<file path="config.mk">
export PLATFORM = sky130hd
export DESIGN_NAME = alu_result_uart_tx
export DESIGN_NICKNAME = d
export VERILOG_FILES = /design/src/rtl/alu_result_uart_tx.sv
export SDC_FILE = /design/constraint.sdc
export NUM_CORES = 1
export LEC_CHECK = 0
export ABC_CLOCK_PERIOD_IN_PS = 3100
export BUFFER_PORTS_ARGS = -buffer_cell sky130_fd_sc_hd__buf_2
export CAP_MARGIN = 40
export CELL_PAD_IN_SITES_DETAIL_PLACEMENT = 1
export CELL_PAD_IN_SITES_GLOBAL_PLACEMENT = 1
export CORE_MARGIN = 2
export CORE_UTILIZATION = 47
export DETAILED_ROUTE_END_ITERATION = 16
export MAX_ROUTING_LAYER = met4
export PLACE_DENSITY_LB_ADDON = 0.1
export SYNTH_ARGS = -nofsm -noshare
export SYNTH_HDL_FRONTEND = slang
export SYNTH_SLANG_ARGS = --single-unit
</file>
<file path="constraint.sdc">
create_clock -name clk -period 3.1 [get_ports clk]
set_input_delay 0.155 -clock clk [delete_from_list [all_inputs] [get_ports clk]]
set_output_delay 0.155 -clock clk [all_outputs]
set_load 0.01 [all_outputs]
</file>
<file path="src/rtl/alu_result_uart_tx.sv">
// rtl/alu_result_uart_tx.sv - serialises ALU result and flags as two back-to-back 8N1 UART frames
module alu_result_uart_tx #(
   parameter int CLKS_PER_BIT = 16
) (
   input  logic       clk,
   input  logic       rst_n,
   input  logic       start,
   input  logic [7:0] result,
   input  logic [3:0] flags,
   output logic       tx,
   output logic       busy,
   output logic       done
);
   localparam int CW = $clog2(CLKS_PER_BIT);
   localparam logic [CW-1:0] CNT_MAX = CW'(CLKS_PER_BIT - 1);

   typedef enum logic [1:0] {IDLE, START_BIT, DATA_BITS, STOP_BIT} state_t;

   state_t        state, state_n;
   logic          frame, frame_n;
   logic [2:0]    bit_idx, bit_idx_n;
   logic [CW-1:0] cnt, cnt_n;
   logic [7:0]    shreg, shreg_n;
   logic [3:0]    flag_reg, flag_reg_n;
   logic          tx_n, busy_n, done_n;
   logic          bit_end;

   assign bit_end = (cnt == CNT_MAX);

   always_ff @(posedge clk or negedge rst_n) begin
      if (!rst_n) begin
         state    <= IDLE;
         frame    <= 1'b0;
         bit_idx  <= '0;
         cnt      <= '0;
         shreg    <= '0;
         flag_reg <= '0;
         tx       <= 1'b1;
         busy     <= 1'b0;
         done     <= 1'b0;
      end else begin
         state    <= state_n;
         frame    <= frame_n;
         bit_idx  <= bit_idx_n;
         cnt      <= cnt_n;
         shreg    <= shreg_n;
         flag_reg <= flag_reg_n;
         tx       <= tx_n;
         busy     <= busy_n;
         done     <= done_n;
      end
   end

   // tx is computed one cycle ahead so the line comes straight from a flop
   always_comb begin
      state_n    = state;
      frame_n    = frame;
      bit_idx_n  = bit_idx;
      cnt_n      = cnt;
      shreg_n    = shreg;
      flag_reg_n = flag_reg;
      tx_n       = tx;
      busy_n     = busy;
      done_n     = 1'b0;
      case (state)
         IDLE: begin
            tx_n   = 1'b1;
            busy_n = 1'b0;
            if (start) begin
               shreg_n    = result;
               flag_reg_n = flags;
               frame_n    = 1'b0;
               cnt_n      = '0;
               state_n    = START_BIT;
               tx_n       = 1'b0;
               busy_n     = 1'b1;
            end
         end
         START_BIT: begin
            if (bit_end) begin
               cnt_n     = '0;
               bit_idx_n = '0;
               state_n   = DATA_BITS;
               tx_n      = shreg[0];
            end else begin
               cnt_n = cnt + 1'b1;
            end
         end
         DATA_BITS: begin
            if (bit_end) begin
               cnt_n = '0;
               if (bit_idx == 3'd7) begin
                  state_n = STOP_BIT;
                  tx_n    = 1'b1;
               end else begin
                  bit_idx_n = bit_idx + 1'b1;
                  shreg_n   = {1'b0, shreg[7:1]};
                  tx_n      = shreg[1];
               end
            end else begin
               cnt_n = cnt + 1'b1;
            end
         end
         STOP_BIT: begin
            if (bit_end) begin
               cnt_n = '0;
               if (!frame) begin
                  // 4'hA marks the flag byte so it can't be confused with a result byte
                  shreg_n = {4'hA, flag_reg};
                  frame_n = 1'b1;
                  state_n = START_BIT;
                  tx_n    = 1'b0;
               end else begin
                  state_n = IDLE;
                  busy_n  = 1'b0;
                  done_n  = 1'b1;
                  tx_n    = 1'b1;
               end
            end else begin
               cnt_n = cnt + 1'b1;
            end
         end
         default: state_n = IDLE;
      endcase
   end
endmodule

</file>
==> results of run 1 <==
## worst max path at each step
stage / endpoint / depth (start not counted)
3_3_place_gp: shreg[2]$_DFFE_PN0P_ / 5
3_5_place_dp: shreg[1]$_DFFE_PN0P_ / 5
4_1_cts: shreg[1]$_DFFE_PN0P_ / 5
6_report: shreg[1]$_DFFE_PN0P_ / 5
5_1_grt: shreg[0]$_DFFE_PN0P_ / 6
2_1_floorplan: shreg[5]$_DFFE_PN0P_ / 8
## metal layers
metal	up-vias	part of all wire, %
met1	498	50
li1	496	-
met4	0	1.9
met2	19	45
met3	5	3.0
met5	-	0
## logic make-up (layout without fill, tap and decap cells)
kind of cell / Yosys count / after routing
simple gates: 36 / 36
buf+inv: 11 / 27
mux: 7 / 7
compound gates: 42 / 42
flops: 25 / 25
fa+ha+maj: 7 / 7
## critical path: stages, from the launching register on
cell and delay [ns]:
dfrtp_1 0.47, inv_1 0.12, ha_1 0.41, or2_1 0.33
a2111oi_4 0.86, a31oi_1 0.20
## area by class of cell
cell class	instances	area (sq um)	share of cell area (%)
clock inverters	1	5.00	0.347
inverters	5	18.8	1.30
clock buffers	3	22.5	1.56
repair buffers	18	95.1	6.59
flip-flops and latches	25	627	43.4
well taps	31	38.8	2.69
multi-input cells	92	637	44.1
## power by group
part           switching (W)  internal (W)  leakage, nW
Combinational     0.00000972    0.00000810        0.331
Clock               0.000103     0.0000485       0.0177
Sequential       0.000000379      0.000327        0.308
## stage by stage
step	util [%]	total power [W]	hold slack, ns
finish	53.3	0.000497	0.0446
global route	53.3	0.000517	0.0353
CTS	53.3	0.000506	0.0325
detailed placement	51.9	0.000351	0.184
global placement	51.9	0.000350	0.173
floorplan	-	0.000335	-0.141
## placed cells by master (no fill, tap or decap), types with 2 or more instances in the layout
cell      instances
buf_2            17
a22o_1            3
inv_1             5
a211oi_1          2
clkbuf_4          3
a21oi_2           2
ha_1              7
nor3_1            3
and3_1            2
nor2_1           13
a31oi_1           4
nand2_1          12
dfrtp_1          24
mux2_2            5
mux2i_1           2
o21ai_0          10
a21oi_1           6
a22oi_1           6
## repair_timing
item,in CTS,in global routing
resized for setup,0,0
hold buffers,1,0
hold endpoints to repair,24,0
buffers inserted,0,0
==> impl_metrics.py, run 1 <==
metrics = {
    "layout": {
        "nets": 167,
        "areaGrowthSynthToFinish_pct": 9.28,
        "fillerInstances": 318,
        "drive_gt1_share_pct": 21.5,
        "largest_reg_flops": 8,
        "n_antenna_cell": 0,
        "final_area_sq_um": 1440,
        "stdcell_count": 175,
    },
    "worst_setup_path": {
        "path_class": "register to register",
        "cp.arrival_ns": 2.72,
        "path_max_fanout": 16,
        "rrSetupSlack_ns": 0.55,
        "r2r_end": "shreg[1]$_DFFE_PN0P_",
        "rr_worst_depth": 5,
        "required_ns": 3.27,
        "startpoint": "state[0]$_DFFE_PN0P_",
        "r2r-start": "state[0]$_DFFE_PN0P_",
        "worst_setup_path_start_kind": "register",
        "cp-end-kind": "register",
    },
    "drt": {
        "first_iter_violations": 30,
        "via_per_inst": 5.82,
        "antenna_left": 0,
        "first_pass_iters": 4,
        "vias": 1018,
        "wl_um": 3000,
        "avgRoutedWirePerCell_um": 17.1,
        "drc": 0,
    },
    "floorplan": {
        "die_y_um": 57.0,
        "die_w_um": 57.0,
        "io_pins": 18,
        "die-area_sq_um": 3250,
        "core_area_sq_um": 2710,
        "start_util_pct": 48.8,
        "rows": 19,
    },
    "power": {
        "vdd_drop_max_mv": 0.219,
        "power-per-cell-area_nw_per_um2": 344,
        "leakage_nw": 0.657,
    },
    "synth": {
        "synth_top_cell_area_share_pct": 45.5,
        "synth.area.top_cells": "dfrtp_1, ha_1, mux2_2, o21ai_0, nor2_1",
        "yosys.area_share.adder_pct": 6.63,
        "synthMuxAreaShare_pct": 5.78,
        "synth_top_area_cell": "dfrtp_1",
        "synthArstFlopShare_pct": 100,
        "synth-seq-cells": 25,
        "netlist_area_sq_um": 1320,
        "synth_cells": 128,
        "avgSynthCellArea_sq_um": 10.3,
        "synth_compound_area_share_pct": 23.7,
        "synth-main-ff-cell": "dfrtp_1",
        "syn_nets": 150,
        "synth-simple-area-share_pct": 12.1,
        "synth_top_family_by_area": "compound AO/OA/AOI/OAI gates",
        "ys_types": 35,
        "ys_seq_area_share_pct": 47.4,
        "synth_warnings": 0,
        "synth.top_cells.by_count": "dfrtp_1, nor2_1, nand2_1, o21ai_0, ha_1",
        "synth_most_common_cell": "dfrtp_1",
        "synth_xor_area_share_pct": 0,
        "synth-edff-count": 0,
    },
    "placement": {
        "port_buffers": 17,
        "placed_area_sq_um": 1410,
        "gp_congestion": 0.800,
        "dp_cells": 170,
        "pre_cts_slack_ns": 0.635,
        "place_hpwl_um": 2110,
    },
    "sta": {
        "slew_headroom_pct": 39.7,
        "setup_tns_ns": 0,
        "fin_crit_ns": 2.55,
        "timing.final.ws_setup_ns": 0.550,
        "rsz0062_at_grt": "no",
        "period_share_pct": 82.3,
        "setup_viol": 0,
        "tightest_slew_ns": 0.904,
        "skew_ns": 0.00616,
        "slew_viol_final": 0,
        "max_freq_ghz": 0.392,
        "hold_violations": 0,
    },
    "clock_network": {
        "cts_tree": "built",
        "cts_sinks": 25,
        "cts_buffer_depth": 2,
        "clk-insertion-delay-late_ns": 0.33,
        "root_buffer": "clkbuf_4",
        "htree_num_levels": 1,
        "cts_made_buffers": 3,
        "clk_pin_slew_ns": 0.14,
    },
    "min_path": {
        "min_to": "flag_reg[3]$_DFFE_PN0P_",
        "hold_path_class": "input port to register",
        "hold_depth": 2,
        "holdCritStartpoint": "flags[3]",
    },
    "global_route": {
        "overflow": 0,
        "met1_usage_pct": 28.9,
        "grt_pass1_vias": 1076,
        "use_met2_pct": 31.9,
        "grt_max_degree": 26,
        "antenna_found_initial": 0,
        "grt-busiest-layer": "met2",
        "grt_usage_pct": 21.3,
        "grtUsageMet3_pct": 2.72,
        "grt_pass1_wl_um": 5090,
    },
    "run": {
        "cap_violations": 0,
    },
    "run_status": {
        "status": "finished clean",
    },
}
Power figures use the tool's default switching activity.
==> inputs of run 2 (changes only) <==
- ABC_CLOCK_PERIOD_IN_PS: 3100 -> 2300
- CORE_UTILIZATION: 47 -> 39
- clock period: 3.1 -> 2.3 ns (I/O delays scaled with it)
==> run 2 against run 1 <==
Effect of this change: worst hold slack lost 0.032 ns; total power grew 36%; die area grew 19%; sequential power grew 35%; critical path depth grew 2; clock skew shrank 0.0027 ns; global-route usage shrank 3.5 points; critical path type unchanged; highest routed layer unchanged.
==> impl_metrics.py, run 2 (synthesized netlist as in run 1, its figures left out) <==
metrics = {
    "global_route": {
        "overflow": 0,
        "grt_max_degree": 26,
        "antenna_found_initial": 0,
        "grt_usage_pct": 17.8,
        "grt_pass1_wl_um": 5360,
        "grt_pass1_vias": 1157,
    },
    "floorplan": {
        "die-area_sq_um": 3870,
        "die_w_um": 62.2,
        "rows": 21,
        "start_util_pct": 40.2,
        "core_area_sq_um": 3280,
        "io_pins": 18,
        "die_y_um": 62.2,
    },
    "power": {
        "clock_power_share_pct": 30.5,
        "p_total_w": 0.000673,
        "power_switching_w": 0.000152,
        "p_int_w": 0.000522,
        "vdd_drop_max_mv": 0.177,
        "leakage_nw": 0.689,
        "p_seq_share_pct": 65.5,
        "power-per-cell-area_nw_per_um2": 442,
        "swShare_pct": 22.5,
        "share_comb_of_total_power_pct": 4.0,
    },
    "clock_network": {
        "postCtsSetupBuffers": 0,
        "root_buffer": "clkbuf_4",
        "htree_num_levels": 1,
        "clk_pin_slew_ns": 0.14,
        "cts_tree": "built",
        "cts_buffer_depth": 2,
        "cts_made_buffers": 3,
        "clk-insertion-delay-late_ns": 0.33,
        "cts_sinks": 25,
    },
    "layout": {
        "largest_reg_flops": 8,
        "final_cell_mix": "dfrtp_1, buf_2, nor2_1",
        "nets": 174,
        "n_antenna_cell": 0,
        "final_common_cell": "dfrtp_1",
        "fillerInstances": 396,
        "areaGrowthSynthToFinish_pct": 15.4,
        "final_util_pct": 46.4,
        "drive_gt1_share_pct": 23.8,
    },
    "sta": {
        "fin_crit_ns": 2.09,
        "tightest_slew_ns": 0.575,
        "setup_viol": 0,
        "skew_ns": 0.00343,
        "timing.final.ws_setup_ns": 0.207,
        "period_share_pct": 91.0,
        "slew_headroom_pct": 61.7,
        "slew_viol_final": 0,
        "setup_tns_ns": 0,
        "rsz0062_at_grt": "no",
        "holdWs_ns": 0.0129,
        "max_freq_ghz": 0.478,
        "hold_violations": 0,
    },
    "worst_setup_path": {
        "rr_worst_depth": 7,
        "required_ns": 2.56,
        "cp.depth": 7,
        "startpoint": "bit_idx[0]$_DFFE_PN0P_",
        "cp.arrival_ns": 2.35,
        "path_class": "register to register",
        "crit_chain": "ha_1, ha_1, a22o_4, a2111oi_4, buf_4, nor2_1, a31oi_1",
        "crit_path_end": "shreg[3]$_DFFE_PN0P_",
        "worst_setup_path_start_kind": "register",
        "cp_top_family": "compound AO/OA/AOI/OAI gates",
        "cp_slowest_stage_delay_ns": 0.44,
        "rrSetupSlack_ns": 0.21,
        "cp-end-kind": "register",
        "slowest_stage": "dfrtp_1",
        "path_buf_inv": 1,
        "path_common_cell": "ha_1",
        "path_max_fanout": 16,
        "r2r_end": "shreg[3]$_DFFE_PN0P_",
        "r2r-start": "bit_idx[0]$_DFFE_PN0P_",
    },
    "drt": {
        "antenna_left": 0,
        "first_iter_violations": 35,
        "drc": 0,
        "wl_um": 3030,
        "vias": 1062,
        "via_per_inst": 5.39,
        "avgRoutedWirePerCell_um": 15.4,
        "first_pass_iters": 4,
    },
    "run_status": {
        "status": "finished clean",
    },
    "placement": {
        "place_hpwl_um": 2260,
        "pre_cts_slack_ns": 0.192,
        "gp_congestion": 0.768,
        "port_buffers": 17,
    },
    "run": {
        "cap_violations": 0,
    },
    "min_path": {
        "hold_path_class": "input port to register",
    },
}
run 2: cell count changes in the layout (fill, tap and decap cells not counted):
cell,previous run,this run
buf_4,0,5
dlygate4sd3_1,1,3
clkbuf_1,0,1
a2111oi_0,1,0
clkinv_2,1,0
a2111oi_1,0,1
nor3_2,0,1
nor3_1,3,2
run 2: layout make-up:
| type | count | area [sq um] | area share [%] |
|---|---|---|---|
| multi-input combinational | 92 | 643 | 42.2 |
| sequential | 25 | 627 | 41.1 |
| timing repair buffer | 25 | 153 | 10.0 |
| tap | 46 | 57.6 | 3.77 |
| clock buffer | 4 | 26.3 | 1.72 |
| inverter | 5 | 18.8 | 1.23 |
run 2: worst min path at each step:
stage | from | endpoint | cells after the start
floorplan | rst_n | bit_idx[0]$_DFFE_PN0P_ | 0
global placement | rst_n | cnt[0]$_DFFE_PN0N_ | 1
detailed placement | rst_n | cnt[0]$_DFFE_PN0N_ | 1
CTS | flags[1] | flag_reg[1]$_DFFE_PN0P_ | 2
global route | flags[1] | flag_reg[1]$_DFFE_PN0P_ | 2
finish | flags[1] | flag_reg[1]$_DFFE_PN0P_ | 2
run 2: per-layer routing:
metal / vias up / wire length (um) / track usage, %
met3: 7 / 69 / 1.99
met5: - / 0 / -
met2: 16 / 1580 / 31.7
met4: 0 / 63 / 6.67
met1: 526 / 1320 / 20.7
li1: 513 / - / -
run 2: metrics by stage:
step           instances  instance area, sq um
2_1_floorplan        128                  1320
3_3_place_gp         190                  1460
3_5_place_dp         190                  1460
4_1_cts              197                  1520
5_1_grt              197                  1530
6_report             197                  1530
run 2: power groups by stage:
stage	Sequential [W]	Clock (W)	Combinational, W
after floorplan	0.000449	0	0.00000227
after global placement	0.000449	0	0.0000230
after detailed placement	0.000449	0	0.0000241
after CTS	0.000441	0.000219	0.0000281
after global routing	0.000442	0.000232	0.0000306
final	0.000441	0.000206	0.0000267
run 2: worst register-to-register path, cell delays in order, from the launching register on:
cell and delay (ns):
dfrtp_1 0.44, ha_1 0.21, ha_1 0.29, a22o_4 0.32, a2111oi_4 0.31, buf_4 0.26
nor2_1 0.06, a31oi_1 0.14
run 2: what timing repair did:
action / in CTS / in global routing
gates resized for setup: 0 / 2
hold buffers: 3 / 0
endpoints found under the setup margin: 0 / 1
endpoints found under the hold margin: 26 / 0
